**src/rtl/hsiao_ecc_pkg.sv**
```systemverilog
// Shared Hsiao SEC-DED definitions: size limits and the parity-check matrix
// used by both the encoder and the corrector.
package hsiao_ecc_pkg;

    localparam int unsigned MaxDataWidth   = 64;
    localparam int unsigned MaxParityWidth = 8;
    localparam int unsigned MaxTotalWidth  = MaxDataWidth + MaxParityWidth;

    typedef logic [MaxParityWidth-1:0][MaxDataWidth-1:0] hsiao_mat_t;

    function automatic int popcount(input int v);
        int n;
        n = 0;
        for (int b = 0; b < 32; b++) begin
            n += int'(v[b]);
        end
        return n;
    endfunction

    // Columns are odd-weight codes, lowest weight first and ascending value
    // within a weight, so the matrix is fully determined by (dw, pw).
    function automatic hsiao_mat_t hsiao_matrix(input int dw, input int pw);
        hsiao_mat_t m;
        int         col;
        m   = '0;
        col = 0;
        for (int w = 3; w <= pw; w += 2) begin
            for (int v = 1; v < (1 << pw); v++) begin
                if (col < dw && popcount(v) == w) begin
                    for (int i = 0; i < pw; i++) begin
                        m[i][col] = v[i];
                    end
                    col++;
                end
            end
        end
        return m;
    endfunction

endpackage

```
**src/rtl/hsiao_ecc_enc.sv**
```systemverilog
// Combinational Hsiao encoder: appends ProtWidth parity bits above the data.
module hsiao_ecc_enc
    import hsiao_ecc_pkg::*;
#(
    parameter int unsigned DataWidth = 32,
    parameter int unsigned ProtWidth = $clog2(DataWidth) + 2
) (
    input  logic [DataWidth-1:0]           data_i,
    output logic [DataWidth+ProtWidth-1:0] data_o
);

    localparam hsiao_mat_t H = hsiao_matrix(DataWidth, ProtWidth);

    logic [ProtWidth-1:0] parity;

    always_comb begin
        parity = '0;
        for (int i = 0; i < ProtWidth; i++) begin
            parity[i] = ^(data_i & H[i][DataWidth-1:0]);
        end
    end

    assign data_o = {parity, data_i};

endmodule

```
**src/rtl/hsiao_ecc_enc_stream.sv**
```systemverilog
// Streaming Hsiao encoder with a 2-entry skid buffer and handshake counter.
// Define HSIAO_ECC_ERR_INJECT_EN to XOR inject_i into each stored codeword.
module hsiao_ecc_enc_stream
    import hsiao_ecc_pkg::*;
#(
    parameter int unsigned DataWidth  = 32,
    parameter int unsigned ProtWidth  = $clog2(DataWidth) + 2,
    parameter int unsigned TotalWidth = DataWidth + ProtWidth,
    parameter int unsigned CntWidth   = 16
) (
    input  logic                  clk_i,
    input  logic                  rst_ni,
    input  logic                  valid_i,
    output logic                  ready_o,
    input  logic [DataWidth-1:0]  data_i,
    input  logic [TotalWidth-1:0] inject_i,
    output logic                  valid_o,
    input  logic                  ready_i,
    output logic [TotalWidth-1:0] data_o,
    output logic [CntWidth-1:0]   count_o,
    input  logic                  clear_i
);

    if (ProtWidth < $clog2(DataWidth) + 2 || ProtWidth > MaxParityWidth ||
        DataWidth > MaxDataWidth || TotalWidth > MaxTotalWidth) begin : g_param_err
        $error("hsiao_ecc_enc_stream: unsupported DataWidth/ProtWidth combination");
    end

    typedef enum logic [1:0] {
        S_EMPTY = 2'd0,
        S_ONE   = 2'd1,
        S_FULL  = 2'd2
    } buf_state_e;

    buf_state_e            state_q;
    logic                  valid_q;
    logic                  ready_q;
    logic [TotalWidth-1:0] head_q;
    logic [TotalWidth-1:0] skid_q;
    logic [CntWidth-1:0]   count_q, count_d;
    logic [TotalWidth-1:0] enc_cw;
    logic [TotalWidth-1:0] codeword_d;
    logic                  push;
    logic                  pop;

    hsiao_ecc_enc #(
        .DataWidth (DataWidth),
        .ProtWidth (ProtWidth)
    ) u_enc (
        .data_i (data_i),
        .data_o (enc_cw)
    );

`ifdef HSIAO_ECC_ERR_INJECT_EN
    assign codeword_d = enc_cw ^ inject_i;
`else
    logic [TotalWidth-1:0] unused_inject;
    assign unused_inject = inject_i;
    assign codeword_d    = enc_cw;
`endif

    // Both handshakes use only registered flags, so ready_o never sees ready_i.
    assign push = valid_i & ready_q;
    assign pop  = valid_q & ready_i;

    always_ff @(posedge clk_i or negedge rst_ni) begin
        if (!rst_ni) begin
            state_q <= S_EMPTY;
            valid_q <= 1'b0;
            ready_q <= 1'b1;
            head_q  <= '0;
            skid_q  <= '0;
        end else begin
            case (state_q)
                S_EMPTY: begin
                    if (push) begin
                        head_q  <= codeword_d;
                        state_q <= S_ONE;
                        valid_q <= 1'b1;
                        ready_q <= 1'b1;
                    end
                end
                S_ONE: begin
                    if (push && pop) begin
                        head_q <= codeword_d;
                    end else if (push) begin
                        skid_q  <= codeword_d;
                        state_q <= S_FULL;
                        ready_q <= 1'b0;
                    end else if (pop) begin
                        state_q <= S_EMPTY;
                        valid_q <= 1'b0;
                    end
                end
                S_FULL: begin
                    if (pop) begin
                        head_q  <= skid_q;
                        state_q <= S_ONE;
                        ready_q <= 1'b1;
                    end
                end
                default: begin
                    state_q <= S_EMPTY;
                    valid_q <= 1'b0;
                    ready_q <= 1'b1;
                end
            endcase
        end
    end

    always_comb begin
        count_d = count_q;
        if (clear_i) begin
            count_d = '0;
        end else if (pop) begin
            count_d = count_q + CntWidth'(1);
        end
    end

    always_ff @(posedge clk_i or negedge rst_ni) begin
        if (!rst_ni) begin
            count_q <= '0;
        end else begin
            count_q <= count_d;
        end
    end

    assign valid_o = valid_q;
    assign ready_o = ready_q;
    assign data_o  = head_q;
    assign count_o = count_q;

endmodule
```
**config.mk**
```make
export PLATFORM = sky130hd
export DESIGN_NAME = hsiao_ecc_enc_stream
export DESIGN_NICKNAME = d
export VERILOG_FILES = /design/src/rtl/hsiao_ecc_pkg.sv /design/src/rtl/hsiao_ecc_enc.sv /design/src/rtl/hsiao_ecc_enc_stream.sv
export SDC_FILE = /design/constraint.sdc
export NUM_CORES = 1
export LEC_CHECK = 0
export ABC_AREA = 1
export CAP_MARGIN = 20
export CORE_MARGIN = 4
export CORE_UTILIZATION = 45
export DETAILED_ROUTE_END_ITERATION = 8
export PLACE_DENSITY = 0.74
export SKIP_CTS_REPAIR_TIMING = 1
export SYNTH_ARGS = -nofsm -noshare
export SYNTH_HDL_FRONTEND = slang
export SYNTH_SLANG_ARGS = --single-unit
```
**constraint.sdc**
```tcl
create_clock -name clk_i -period 3.6 [get_ports clk_i]
set_input_delay 0.72 -clock clk_i [delete_from_list [all_inputs] [get_ports clk_i]]
set_output_delay 0.72 -clock clk_i [all_outputs]
set_load 0.02 [all_outputs]
```
### Word level (Yosys, flattened, before mapping)

Index checks and enable logic that the tools add are counted.

| operators by class | value |
|---|---|
| add/sub/neg operators | 1 |
| muxes and demuxes | 21 |
| equality and inequality tests | 10 |
| bitwise gates (word level) | 4 |
| reductions and logical operators | 16 |

Operators with widths:

| kind | number |
|---|---|
| XOR reduction 32 bit | 7 |
| 2-to-1 mux 39 bit | 3 |
| one-hot mux 39 bit (3 select lines) | 1 |
| 2-to-1 mux 16 bit | 2 |
| adder 16 x 1 -> 16 bit (second input constant) | 1 |
| inequality test 2 bit (second input constant) | 7 |
| AND reduction 4 bit | 3 |
| 2-to-1 mux 2 bit | 5 |
| 2-to-1 mux 1 bit | 7 |
| one-hot mux 1 bit (3 select lines) | 2 |
| one-hot mux 2 bit (3 select lines) | 1 |
| AND reduction 5 bit | 1 |
| inequality test 3 bit (second input constant) | 1 |
| AND reduction 3 bit | 1 |
| nonzero test 3 bit | 1 |
| bitwise AND 1 bit | 2 |
| equality test 2 x 1 -> 1 bit (second input constant) | 1 |
| equality test 2 bit (second input constant) | 1 |
| logical NOT 2 bit | 1 |
| inverter 1 bit | 2 |
| nonzero test 2 bit | 1 |
| logical AND 1 bit | 1 |

| storage, ports and cells | value |
|---|---|
| input bits | 76 |
| flip-flop bits (word level) | 98 |
| output and inout port bits | 57 |

### Depth between registers and ports, before layout

| logic depth | value |
|---|---|
| depth after elaboration | 5 |
| gate-level depth with buffers | 13 |
| mapped depth without buffers | 13 |

### By module

A second synthesis with hierarchy kept.

| unflattened totals | value |
|---|---|
| cell total of the unflattened synthesis | 872 |
| area total of the unflattened synthesis | 6079.6 um^2 |

Modules (own cells, without submodules):

| module | cells each | area an instance (um^2) | times used |
|---|---|---|---|
| hsiao_ecc_enc_stream | 582 | 4558.1 | 1 |
| hsiao_ecc_enc | 290 | 1521.5 | 1 |

### Worst setup path after synthesis

OpenSTA, ideal clock, no wires.

| timing | value |
|---|---|
| kind | input port to flip-flop |
| from | in valid_i |
| to | reg head_q[13] (netlist: data_o[13]) |
| path slack | 1.813 ns |
| required time | 3.518 ns |
| setup time | 0.082 ns |
| stages on the path | 8 |
| path buffers | 2 |
| arrival | 1.706 ns |
| cell sequence | nand2_1 -> o31ai_1 -> nand2_2 -> inv_2 -> buf_4 -> buf_4 -> nor2_1 -> a31oi_1 |

| between the ends | value |
|---|---|
| cells in the longest elaborated chain, start to end | 4 |

Ends and longest elaborated chain:

| element | RTL line | source |
|---|---|---|
| from (decl) | hsiao_ecc_enc_stream.sv:13 | `input logic valid_i,` |
| bitwise AND 1 bit * | hsiao_ecc_enc_stream.sv:63 | `assign push = valid_i & ready_q;` |
| logical AND 1 bit | hsiao_ecc_enc_stream.sv:84 | `if (push && pop) begin` |
| inequality test 2 bit (no line) | - |  |
| AND reduction 4 bit (no line) * | - |  |
| to (signal assigned) | hsiao_ecc_enc_stream.sv:77 | `head_q <= codeword_d;` |
| to (signal assigned) | hsiao_ecc_enc_stream.sv:85 | `head_q <= codeword_d;` |
| to (signal assigned) | hsiao_ecc_enc_stream.sv:97 | `head_q <= skid_q;` |
| to (decl) | hsiao_ecc_enc_stream.sv:38 | `logic [TotalWidth-1:0] head_q;` |

Mark *: on every way between the ends. The rest lies on a longest branch, timed or not.
A chain may end at the register's enable or synchronous reset.

### Worst setup path in the final report

| timing | value |
|---|---|
| from | in valid_i |
| to | reg head_q[14] (netlist: data_o[14]) |

The elaborated chain is that of the path after synthesis.

==> impl_results.md <==
- CTS max path bufs: 2
- First-pass GRT wire length: 22650 um
- Std cell rows: 39
- Critical Path Start Type: input pin
- Total congestion overflow: 0
- Die area: 13920 um^2
- CTS tree: done
- Vias in the first global route: 4806
- RSZ-0062 raised after global routing: no
- I/O Pins: 133
- Upper clock frequency limit: 409.8 MHz
- FF+latch count, synth: 98
- Max H-tree Level: 3
- P_leak: 3.409 nW
- Sequential group share of total power: 37.0%
- Slew Limit Fails: 0
- Avg WL per Cell: 13.20 um
- Port buffer count: 93
- Synthesized Nets: 847
- Post-route minimum period: 2440 ps
- Hold crit path type: input pin to async pin
- P&R area growth vs syn: 24.26%
- Multi-input logic area: 2582 um^2
- CP Max Fanout: 42
- Final GP Congestion: 0.8327
- Share of the synthesized area in the top cell type: 44.61%
- Post-synthesis cell area: 5441 um^2
- Gate power share: 44.5%
- DR vias: 5096
- Worst-margin pin slew: 773.6 ps
- Die W: 118.0 um
- Internal: 2.941 mW
- Final Util: 58.22%
- Clk sink count: 98
- Initial DRC count: 365
- DR pass1 iterations: 5
- Die Y: 118.0 um
- Cell Pwr Density: 723.8 nW/um^2
- TNS Setup: 0 ps
- Initial antenna violation count: 0
- Count of different cell masters after synthesis: 34
- Synthesis Warnings: 0
- Starting Density: 46.85%
- Share of post-route cells with drive strength above 1: 4.907%
- Peak supply drop: 0.3414 mV
- Worst Setup Path Type: input pin to register
- Vias/cell: 5.101
- Total track usage: 19.60%
- Layout Nets: 928
- Post-route clock skew: 4.101 ps
- Data required, critical path: 3860 ps
- Sw Pwr: 1.954 mW
- Drt drc: 0
- Top cells by area, synth: dfrtp_1, nand2_1, nand3_1
- Hold Violations, Final: 0
- Skew-Pair Late Insertion Delay: 350 ps
- Number of diodes: 0
- Synth Area per Inst: 7.067 um^2
- Sw Share: 39.92%
- Core area: 11610 um^2
- Syn Inst Count: 770
- # setup viols final: 0
- Ratio of final minimum period to clock period: 67.78%
- Filler Cell Count: 1079
- DRT antenna net count: 0
- Placed wire-length estimate: 9308 um
- CTS Root Cell: clkbuf_16
- Num CTS Buffers: 9
- FF/Latch Area: 2454 um^2
- Largest net degree at the start of global routing: 57
- Slew margin rel.: 48.35%
- DRT Wirelength: 13190 um
- Dominant cell type by area after synthesis: dfrtp_1
- CTS clock-pin slew for the worst setup and hold paths: 70 ps
- Crit path capture type: register
- Clock share of power: 18.5%
- Status: finished clean
- Max-cap violations: 0
- WP data arrival: 2700 ps
- Seq/Total Area, Yosys: 45.09%
==> cells in the final DEF (no fill, tap or decap), types with 2 or more instances in the layout <==
cell and count:
nor3_1 3, xor2_1 10, clkinv_2 3, inv_2 6, buf_12 2, nand2_2 2
a31oi_1 34, inv_1 66, buf_4 5, nor3_2 3, clkbuf_16 9, nor2_1 53
o21ai_1 8, nand2_1 318, o21ai_0 33, a21oi_1 13, nand3_1 64, nor2_2 4
dfrtp_1 97, xnor2_1 11, clkbuf_1 2, clkdlybuf4s50_1 92, nand4_1 4
==> sequential cells by signal (all words and copies together) (netlist names) <==
register,cells
skid_q,39
data_o,39
count_o,16
ready_o,1
valid_o,1
state_q,2
==> synthesized netlist by cell type <==
cell type and instances:
inv_2 6, a21oi_1 13, xnor2_1 11, nand3_1 64, clkbuf_2 1, buf_4 3
dfstp_2 1, buf_1 1, buf_2 9, xor2_1 10, dfrtp_1 97, a31oi_1 34
o211ai_1 1, a211oi_1 1, clkinv_2 1, o21ai_0 33, nand2_2 2, nor3_2 3
nand4_1 4, inv_1 66, nand3_2 1, nor3_1 3, nand3b_1 1, o21a_1 1
nor3_4 1, ha_1 1, nor2_1 54, o21ai_1 8, or2_2 1, clkbuf_1 15
nor3b_2 1, nor2_2 3, o31ai_1 1, nand2_1 318
==> kinds of logic after synthesis <==
logic type      share of synthesized area (%)
compound gates                          9.428
xor+xnor                                3.380
fa+ha+maj                              0.2299
buf+inv                                 7.496
flops                                   45.09
simple gates                            34.38
==> through the flow <==
stage                     cells  hold slack (ps)  total power [mW]  area (um^2)  setup WS, ps
after floorplan             770            424.4             3.189         5441          1813
after global placement      983            456.4             3.974         6489         807.8
after detailed placement    983            465.6             4.024         6489         792.8
after CTS                   999            462.6             4.956         6761          1147
after global routing        999            499.0             5.292         6761         952.7
final                       999            429.0             4.894         6761          1160
==> worst paths after layout <==
path	slack [ps]	startpoint	cells past startpoint	to
setup / recovery	1160	valid_i	8	data_o[14]
hold / removal	430	rst_ni	1	data_o[7]
setup reg to reg	1450	ready_o	7	data_o[14]
hold reg to reg	480	skid_q[19]	2	skid_q[19]
max in group asynchronous	2340	rst_ni	2	ready_o
min in group clk_i	480	skid_q[19]	2	skid_q[19]
==> worst max-delay path, stage by stage <==
cell and delay (ps):
clkdlybuf4s50_1 450, nand2_1 110, o31ai_1 280, nand2_2 240
inv_2 380, buf_12 260, nor2_1 60, a31oi_1 170
==> cell type report <==
cell class / instances / share of cell area [%]
clock buffers: 12 / 3.645
repair buffers: 99 / 14.77
flip-flops and latches: 98 / 36.29
clock inverters: 4 / 0.3886
well taps: 143 / 2.646
multi-input cells: 570 / 38.19
inverters: 73 / 4.071
==> power groups by stage <==
stage / combinational, mW / clock [mW] / sequential, mW
6_report: 2.18 / 0.907 / 1.81
5_1_grt: 2.44 / 0.978 / 1.87
4_1_cts: 2.21 / 0.932 / 1.81
3_5_place_dp: 2.20 / 0 / 1.82
3_3_place_gp: 2.16 / 0 / 1.82
2_1_floorplan: 1.12 / 0 / 2.07
==> layer usage <==
| metal | up-vias | GRT usage [%] | part of all wire (%) | wire, um |
|---|---|---|---|---|
| met5 | - | 0 | 0 | 0 |
| met4 | 0 | 7.326 | 1.8 | 240 |
| met3 | 22 | 3.940 | 4.8 | 631 |
| met2 | 114 | 32.12 | 47 | 6248 |
| met1 | 2344 | 25.67 | 46 | 6068 |
| li1 | 2616 | - | - | - |
Power figures use the tool's default switching activity.
